**config.mk**
```make
export PLATFORM = sky130hd
export DESIGN_NAME = bsg_mcl_axil_fifos_slave
export DESIGN_NICKNAME = d
export VERILOG_FILES = /design/src/rtl/bsg_mcl_axil_fifos_slave.sv
export SDC_FILE = /design/constraint.sdc
export NUM_CORES = 1
export LEC_CHECK = 0
export ABC_AREA = 1
export ABC_CLOCK_PERIOD_IN_PS = 19800
export CORE_MARGIN = 2
export CORE_UTILIZATION = 60
export CTS_CLUSTER_DIAMETER = 100
export DETAILED_ROUTE_END_ITERATION = 12
export PLACE_DENSITY = 0.82
export SKIP_LAST_GASP = 1
export SYNTH_ARGS = -nofsm -noshare
export SYNTH_HDL_FRONTEND = slang
export SYNTH_SLANG_ARGS = --single-unit
```
**constraint.sdc**
```tcl
create_clock -name clk_i -period 19.8 [get_ports clk_i]
set_clock_uncertainty 0.15 [all_clocks]
set_input_delay 5.94 -clock clk_i [delete_from_list [all_inputs] [get_ports clk_i]]
set_output_delay 5.94 -clock clk_i [all_outputs]
set_load 0.005 [all_outputs]
```
**src/rtl/bsg_mcl_axil_fifos_slave.sv**
```systemverilog
// Host-side adapter for manycore-initiated traffic: serializes request packets into
// AXI-Lite words and assembles host-written AXI-Lite words into response packets.
module bsg_mcl_axil_fifos_slave #(
  parameter int unsigned fifo_width_p      = 128,
  parameter int unsigned axil_data_width_p = 32,
  parameter int unsigned req_els_p         = 4,
  parameter int unsigned rsp_els_p         = 4,
  localparam int unsigned ratio_lp         = fifo_width_p / axil_data_width_p,
  localparam int unsigned req_occ_w_lp     = $clog2(ratio_lp * req_els_p + 1),
  localparam int unsigned rsp_vac_w_lp     = $clog2(ratio_lp * rsp_els_p + 1)
) (
  input  logic                         clk_i,
  input  logic                         reset_n_i,

  input  logic [fifo_width_p-1:0]      fifo_req_i,
  input  logic                         fifo_req_v_i,
  output logic                         fifo_req_ready_o,

  output logic [axil_data_width_p-1:0] axil_req_o,
  output logic                         axil_req_v_o,
  input  logic                         axil_req_ready_i,

  input  logic [axil_data_width_p-1:0] axil_rsp_i,
  input  logic                         axil_rsp_v_i,
  output logic                         axil_rsp_ready_o,

  output logic [fifo_width_p-1:0]      fifo_rsp_o,
  output logic                         fifo_rsp_v_o,
  input  logic                         fifo_rsp_ready_i,

  output logic [req_occ_w_lp-1:0]      req_occupancy_o,
  output logic [rsp_vac_w_lp-1:0]      rsp_vacancy_o
);

  localparam int unsigned req_cnt_w_lp = $clog2(req_els_p + 1);
  localparam int unsigned rsp_cnt_w_lp = $clog2(rsp_els_p + 1);
  localparam int unsigned req_ptr_w_lp = (req_els_p > 1) ? $clog2(req_els_p) : 1;
  localparam int unsigned rsp_ptr_w_lp = (rsp_els_p > 1) ? $clog2(rsp_els_p) : 1;
  localparam int unsigned idx_w_lp     = (ratio_lp > 1) ? $clog2(ratio_lp) : 1;

  // Parameter sanity: packets must split into whole words and both buffers must exist
  if ((fifo_width_p % axil_data_width_p) != 0 || req_els_p == 0 || rsp_els_p == 0) begin : g_bad_params
    $fatal(1, "bsg_mcl_axil_fifos_slave: illegal parameter combination");
  end

  function automatic logic [req_ptr_w_lp-1:0] req_ptr_inc(input logic [req_ptr_w_lp-1:0] p);
    return (p == req_ptr_w_lp'(req_els_p - 1)) ? '0 : p + req_ptr_w_lp'(1);
  endfunction

  function automatic logic [rsp_ptr_w_lp-1:0] rsp_ptr_inc(input logic [rsp_ptr_w_lp-1:0] p);
    return (p == rsp_ptr_w_lp'(rsp_els_p - 1)) ? '0 : p + rsp_ptr_w_lp'(1);
  endfunction

  // ---------------- request path ----------------
  logic [fifo_width_p-1:0] req_mem_q [req_els_p];
  logic [req_ptr_w_lp-1:0] req_wptr_q, req_wptr_d;
  logic [req_ptr_w_lp-1:0] req_rptr_q, req_rptr_d;
  logic [req_cnt_w_lp-1:0] req_cnt_q, req_cnt_d;
  logic [idx_w_lp-1:0]     rd_idx_q, rd_idx_d;
  logic                    req_push, req_xfer, req_pop;

  assign fifo_req_ready_o = (req_cnt_q != req_cnt_w_lp'(req_els_p));
  assign axil_req_v_o     = (req_cnt_q != '0);
  assign axil_req_o       = req_mem_q[req_rptr_q][rd_idx_q * axil_data_width_p +: axil_data_width_p];
  assign req_occupancy_o  = req_occ_w_lp'(req_cnt_q) * req_occ_w_lp'(ratio_lp)
                          - req_occ_w_lp'(rd_idx_q);

  // Push/serialize bookkeeping; the final word of the head packet pops it
  always_comb begin
    req_wptr_d = req_wptr_q;
    req_rptr_d = req_rptr_q;
    req_cnt_d  = req_cnt_q;
    rd_idx_d   = rd_idx_q;
    req_push   = fifo_req_v_i & fifo_req_ready_o;
    req_xfer   = axil_req_v_o & axil_req_ready_i;
    req_pop    = req_xfer & (rd_idx_q == idx_w_lp'(ratio_lp - 1));

    if (req_push) req_wptr_d = req_ptr_inc(req_wptr_q);
    if (req_xfer) rd_idx_d = req_pop ? '0 : rd_idx_q + idx_w_lp'(1);
    if (req_pop)  req_rptr_d = req_ptr_inc(req_rptr_q);

    case ({req_push, req_pop})
      2'b10:   req_cnt_d = req_cnt_q + req_cnt_w_lp'(1);
      2'b01:   req_cnt_d = req_cnt_q - req_cnt_w_lp'(1);
      default: req_cnt_d = req_cnt_q;
    endcase
  end

  always_ff @(posedge clk_i) begin
    if (req_push) req_mem_q[req_wptr_q] <= fifo_req_i;
  end

  // ---------------- response path ----------------
  logic [fifo_width_p-1:0] rsp_mem_q [rsp_els_p];
  logic [rsp_ptr_w_lp-1:0] rsp_wptr_q, rsp_wptr_d;
  logic [rsp_ptr_w_lp-1:0] rsp_rptr_q, rsp_rptr_d;
  logic [rsp_cnt_w_lp-1:0] rsp_cnt_q, rsp_cnt_d;
  logic [idx_w_lp-1:0]     wr_idx_q, wr_idx_d;
  logic                    rsp_wr, rsp_commit, rsp_pop;

  assign axil_rsp_ready_o = (rsp_cnt_q != rsp_cnt_w_lp'(rsp_els_p));
  assign fifo_rsp_v_o     = (rsp_cnt_q != '0);
  assign fifo_rsp_o       = rsp_mem_q[rsp_rptr_q];
  assign rsp_vacancy_o    = (rsp_vac_w_lp'(rsp_els_p) - rsp_vac_w_lp'(rsp_cnt_q))
                          * rsp_vac_w_lp'(ratio_lp) - rsp_vac_w_lp'(wr_idx_q);

  // Partial entries stay uncommitted, so only whole packets are counted in rsp_cnt
  always_comb begin
    rsp_wptr_d = rsp_wptr_q;
    rsp_rptr_d = rsp_rptr_q;
    rsp_cnt_d  = rsp_cnt_q;
    wr_idx_d   = wr_idx_q;
    rsp_wr     = axil_rsp_v_i & axil_rsp_ready_o;
    rsp_commit = rsp_wr & (wr_idx_q == idx_w_lp'(ratio_lp - 1));
    rsp_pop    = fifo_rsp_v_o & fifo_rsp_ready_i;

    if (rsp_wr)     wr_idx_d = rsp_commit ? '0 : wr_idx_q + idx_w_lp'(1);
    if (rsp_commit) rsp_wptr_d = rsp_ptr_inc(rsp_wptr_q);
    if (rsp_pop)    rsp_rptr_d = rsp_ptr_inc(rsp_rptr_q);

    case ({rsp_commit, rsp_pop})
      2'b10:   rsp_cnt_d = rsp_cnt_q + rsp_cnt_w_lp'(1);
      2'b01:   rsp_cnt_d = rsp_cnt_q - rsp_cnt_w_lp'(1);
      default: rsp_cnt_d = rsp_cnt_q;
    endcase
  end

  always_ff @(posedge clk_i) begin
    if (rsp_wr) rsp_mem_q[rsp_wptr_q][wr_idx_q * axil_data_width_p +: axil_data_width_p] <= axil_rsp_i;
  end

  // Control state; reset drops every buffered or partially transferred packet
  always_ff @(posedge clk_i or negedge reset_n_i) begin
    if (!reset_n_i) begin
      req_wptr_q <= '0;
      req_rptr_q <= '0;
      req_cnt_q  <= '0;
      rd_idx_q   <= '0;
      rsp_wptr_q <= '0;
      rsp_rptr_q <= '0;
      rsp_cnt_q  <= '0;
      wr_idx_q   <= '0;
    end else begin
      req_wptr_q <= req_wptr_d;
      req_rptr_q <= req_rptr_d;
      req_cnt_q  <= req_cnt_d;
      rd_idx_q   <= rd_idx_d;
      rsp_wptr_q <= rsp_wptr_d;
      rsp_rptr_q <= rsp_rptr_d;
      rsp_cnt_q  <= rsp_cnt_d;
      wr_idx_q   <= wr_idx_d;
    end
  end

endmodule

```
==> metrics.md <==
| Metric | Value |
|---|---|
| WHS Endpoint | `rsp_cnt_q[1]` |
| Final ANT Viol Nets | `0` |
| Worst Hold Launch | `rsp_cnt_q[1]` |
| Gpl congestion | `0.855` |
| Tcrit/Tclk final | `54.5%` |
| WL per Instance | `22.3 um` |
| DIE HEIGHT | `273 um` |
| Cells after Synth | `3,775` |
| TritonCTS clock tree | `yes` |
| Req. time, crit path | `13.71 ns` |
| # nets final | `4,243` |
| Synth area leader | `edfxtp_1` |
| Number of flops mapped to enable cells by yosys | `between 1,000 and 1,500` |
| Reg2Reg Setup Slack | `approximately 16 ns` |
| Power density over the cells | `155 nW/um^2` |
| Setup-failing EPs final | `0` |
| Initial antenna violation count | `11` |
| Main synth FF type | `edfxtp_1` |
| Worst relative slew slack | `18.4%` |
| Run status | `completed` |
| Int Pwr | `between 4 and 5 mW` |
| Max Clock Freq | `between 90 and 100 MHz` |
| Detailed Route Iter0 Violations | `3,843` |
| GRT Total Usage | `30.1%` |
| Syn nets | `3,966` |
| Largest net degree at the start of global routing | `~120` |
| Reg-to-Reg Start | `wr_idx_q[0]` |
| Max Cap Violations | `0` |
| NetSw | `2.90 mW` |
| Register area | `roughly 31,000 sq um` |
| Startpoint types | `flip-flop` |
| Synthesis-to-finish area growth | `16.3%` |
| Vias | `approximately 30,000` |
| DIE AREA | `74,400 sq um` |
| Vias per Instance | `roughly 5.8` |
| FFs w/ async S/R, synth | `1.73%` |
| Final wirelength | `between 100 and 150 mm` |
| Sequential power share | `38.4%` |
| Leading cell types by count after synthesis | `edfxtp_1 (1,024), nand2_1 (793), inv_1 (548), nor2_1 (362), nand3_1 (328)` |
| Pins over their slew limit | `0` |
| H-tree lvl count | `3` |
| Worst skew pair latency | `between 0.6 and 0.7 ns` |
| First-pass GRT wire length | `167 mm` |
| Pre-Repair DR Iteration Count | `6` |
| Layout Utilization | `about 70%` |
| Crit Path Category | `flip-flop to primary output` |
| CTS max path bufs | `3` |
| CP Max Fanout | `115` |
| Core Area | `between 70,000 and 80,000 sq um` |
| Max VDD drop | `approximately 150 uV` |
| Final TNS setup | `0 ns` |
| GRT overflow | `0` |
| Vias in the first global route | `28,301` |
| Worst Hold Depth | `2` |
| Post-CTS sizing | `0` |
| Clk pin slew, worst setup/hold paths | `0.06 ns` |
| Clock power share | `roughly a quarter` |
| I/O Pins | `between 300 and 400` |
| Leak | `19.7 nW` |
| Synth warnings | `0` |
| Synth unique cells | `23` |
| PortBufs | `339` |
| Post-DP HPWL | `68.2 mm` |
| Die W | `273 um` |
| Synth top area cells | `edfxtp_1 (71%), nand2_1 (6.9%), inv_1 (4.7%)` |
| Filler instances | `4,600` |
| Critical Path Source | `rsp_rptr_q[0]` |
| Post-route minimum period | `10.78 ns` |
| DRC errors left | `0` |
| Postcts setup bufs | `0` |
| CTS Sinks | `1,042` |
| CP endpoint kind | `primary output` |
| Combinational fraction of design power | `between 30% and 40%` |
| Share of cells above drive strength 1 | `5.37%` |
| R2R depth | `8` |
| Mapped Avg Cell Area | `~11 sq um` |
| Hold_ws | `0.350 ns` |
| CTS Hold Bufs | `0` |
| Core Rows | `98` |
| Register area share after synthesis | `72.0%` |
| Worst min path class | `flip-flop to flip-flop` |
| Final Hold Viols | `0` |
| Switching portion of total power | `37.2%` |
| Post-Syn Area | `43,300 sq um` |
| Capturing point of the worst reg2reg path | `rsp_mem_q[3][84]` |
| CTS Root Cell | `clkbuf_16` |
| Top cell type's share of synthesized area | `between 70 and 80%` |
| Area of the multi-input gates | `approximately 9000 sq um` |
| FF+latch count, synth | `between 1,000 and 1,500` |
| Initial Util | `60.6%` |
| Least-Margin Pin Slew | `1.22 ns` |
| Num CTS Buffers | `100` |
| RSZ-0062 raised after global routing | `false` |
| Worst Path Arrival | `4.69 ns` |
| Dominant cell by count in the synthesized netlist | `edfxtp_1` |
cell families (layout without fill, tap and decap cells):
family	after synthesis	count (layout)	synth area share, %
flip-flops	1042	1042	72.0
buffers and inverters	758	1116	7.56
adder cells (fa/ha/maj)	25	25	0.757
AND/OR/NAND/NOR	1536	1536	14.4
other	0	10	0
AO/OA/AOI/OAI	404	404	5.04
XOR/XNOR	10	10	0.202
placed cells by master (no fill, tap or decap), types with 5 or more instances in the layout:
master and count:
nor2_1 340, clkdlybuf4s50_1 339, o21ai_0 188, nand2_1 791
diode_2 10, clkinv_2 27, inv_1 546, nand3_1 328
bufinv_16 5, clkbuf_1 19, dfrtp_1 14, edfxtp_1 1024
ha_1 23, clkinv_1 18, buf_4 43, a21oi_1 5
clkbuf_16 100, xor2_1 5, nor2_4 20, o21ai_1 83
o22ai_1 128, xnor2_1 5, nor3_1 53, inv_6 5
flip-flops by register name, indices dropped and copies added (netlist names):
name and count:
req_rptr_q 2, req_wptr_q 2, req_mem_q 512, rsp_rptr_q 2, rsp_wptr_q 2, req_cnt_q 3, rd_idx_q 2, rsp_mem_q 512
wr_idx_q 2, rsp_cnt_q 3
power groups by stage:
| stage | combinational, mW | clock [mW] | sequential (mW) |
|---|---|---|---|
| after floorplan | 1.68 | 0 | 3.00 |
| after global placement | 2.85 | 0 | 3.02 |
| after detailed placement | 2.92 | 0 | 3.04 |
| after CTS | 2.95 | 1.84 | 2.99 |
| after global routing | 3.20 | 1.92 | 3.02 |
| final | 2.98 | 1.82 | 3.00 |
worst max-delay path, cell delays in order, from the launching register on:
cell	delay (ns)
dfrtp_4	0.76
buf_4	0.97
buf_4	0.87
o21ai_0	0.27
o22ai_1	0.46
clkdlybuf4s50_1	0.59
through the flow:
step | setup WS, ns | cells | total power, mW | instance area [sq um]
finish | 9.02 | 5093 | 7.80 | 50400
detailed placement | 10.0 | 4900 | 5.96 | 47200
floorplan | 7.59 | 3775 | 4.68 | 43300
global route | 8.87 | 5089 | 8.15 | 50400
global placement | 10.11 | 4900 | 5.87 | 47200
CTS | 9.17 | 5083 | 7.78 | 50400
routing by layer:
layer	track usage [%]	part of all wire [%]	vias to the layer above
met4	14.6	4.9	10
met1	38.3	35	14153
met2	49.4	49	1867
met5	0	0.064	-
li1	-	-	13245
met3	6.62	11	309
final cells by class:
cell class / instances / share of cell area [%]
antenna: 10 / 0.0497
clock buffer: 121 / 5.16
clock inverter: 62 / 1.09
inverter: 551 / 4.13
multi-input combinational: 1975 / 17.9
sequential: 1042 / 62.0
tap: 950 / 2.36
timing repair buffer: 382 / 7.38
worst max path at each step:
| stage | endpoint | slack [ns] |
|---|---|---|
| final | fifo_rsp_o[22] | 9.02 |
| after global routing | fifo_rsp_o[22] | 8.87 |
| after CTS | fifo_rsp_o[22] | 9.17 |
| after detailed placement | fifo_rsp_o[33] | 10.0 |
| after global placement | fifo_rsp_o[49] | 10.11 |
| after floorplan | req_mem_q[0][0] | 7.59 |
Note: power is estimated with default switching activity, not from simulation.
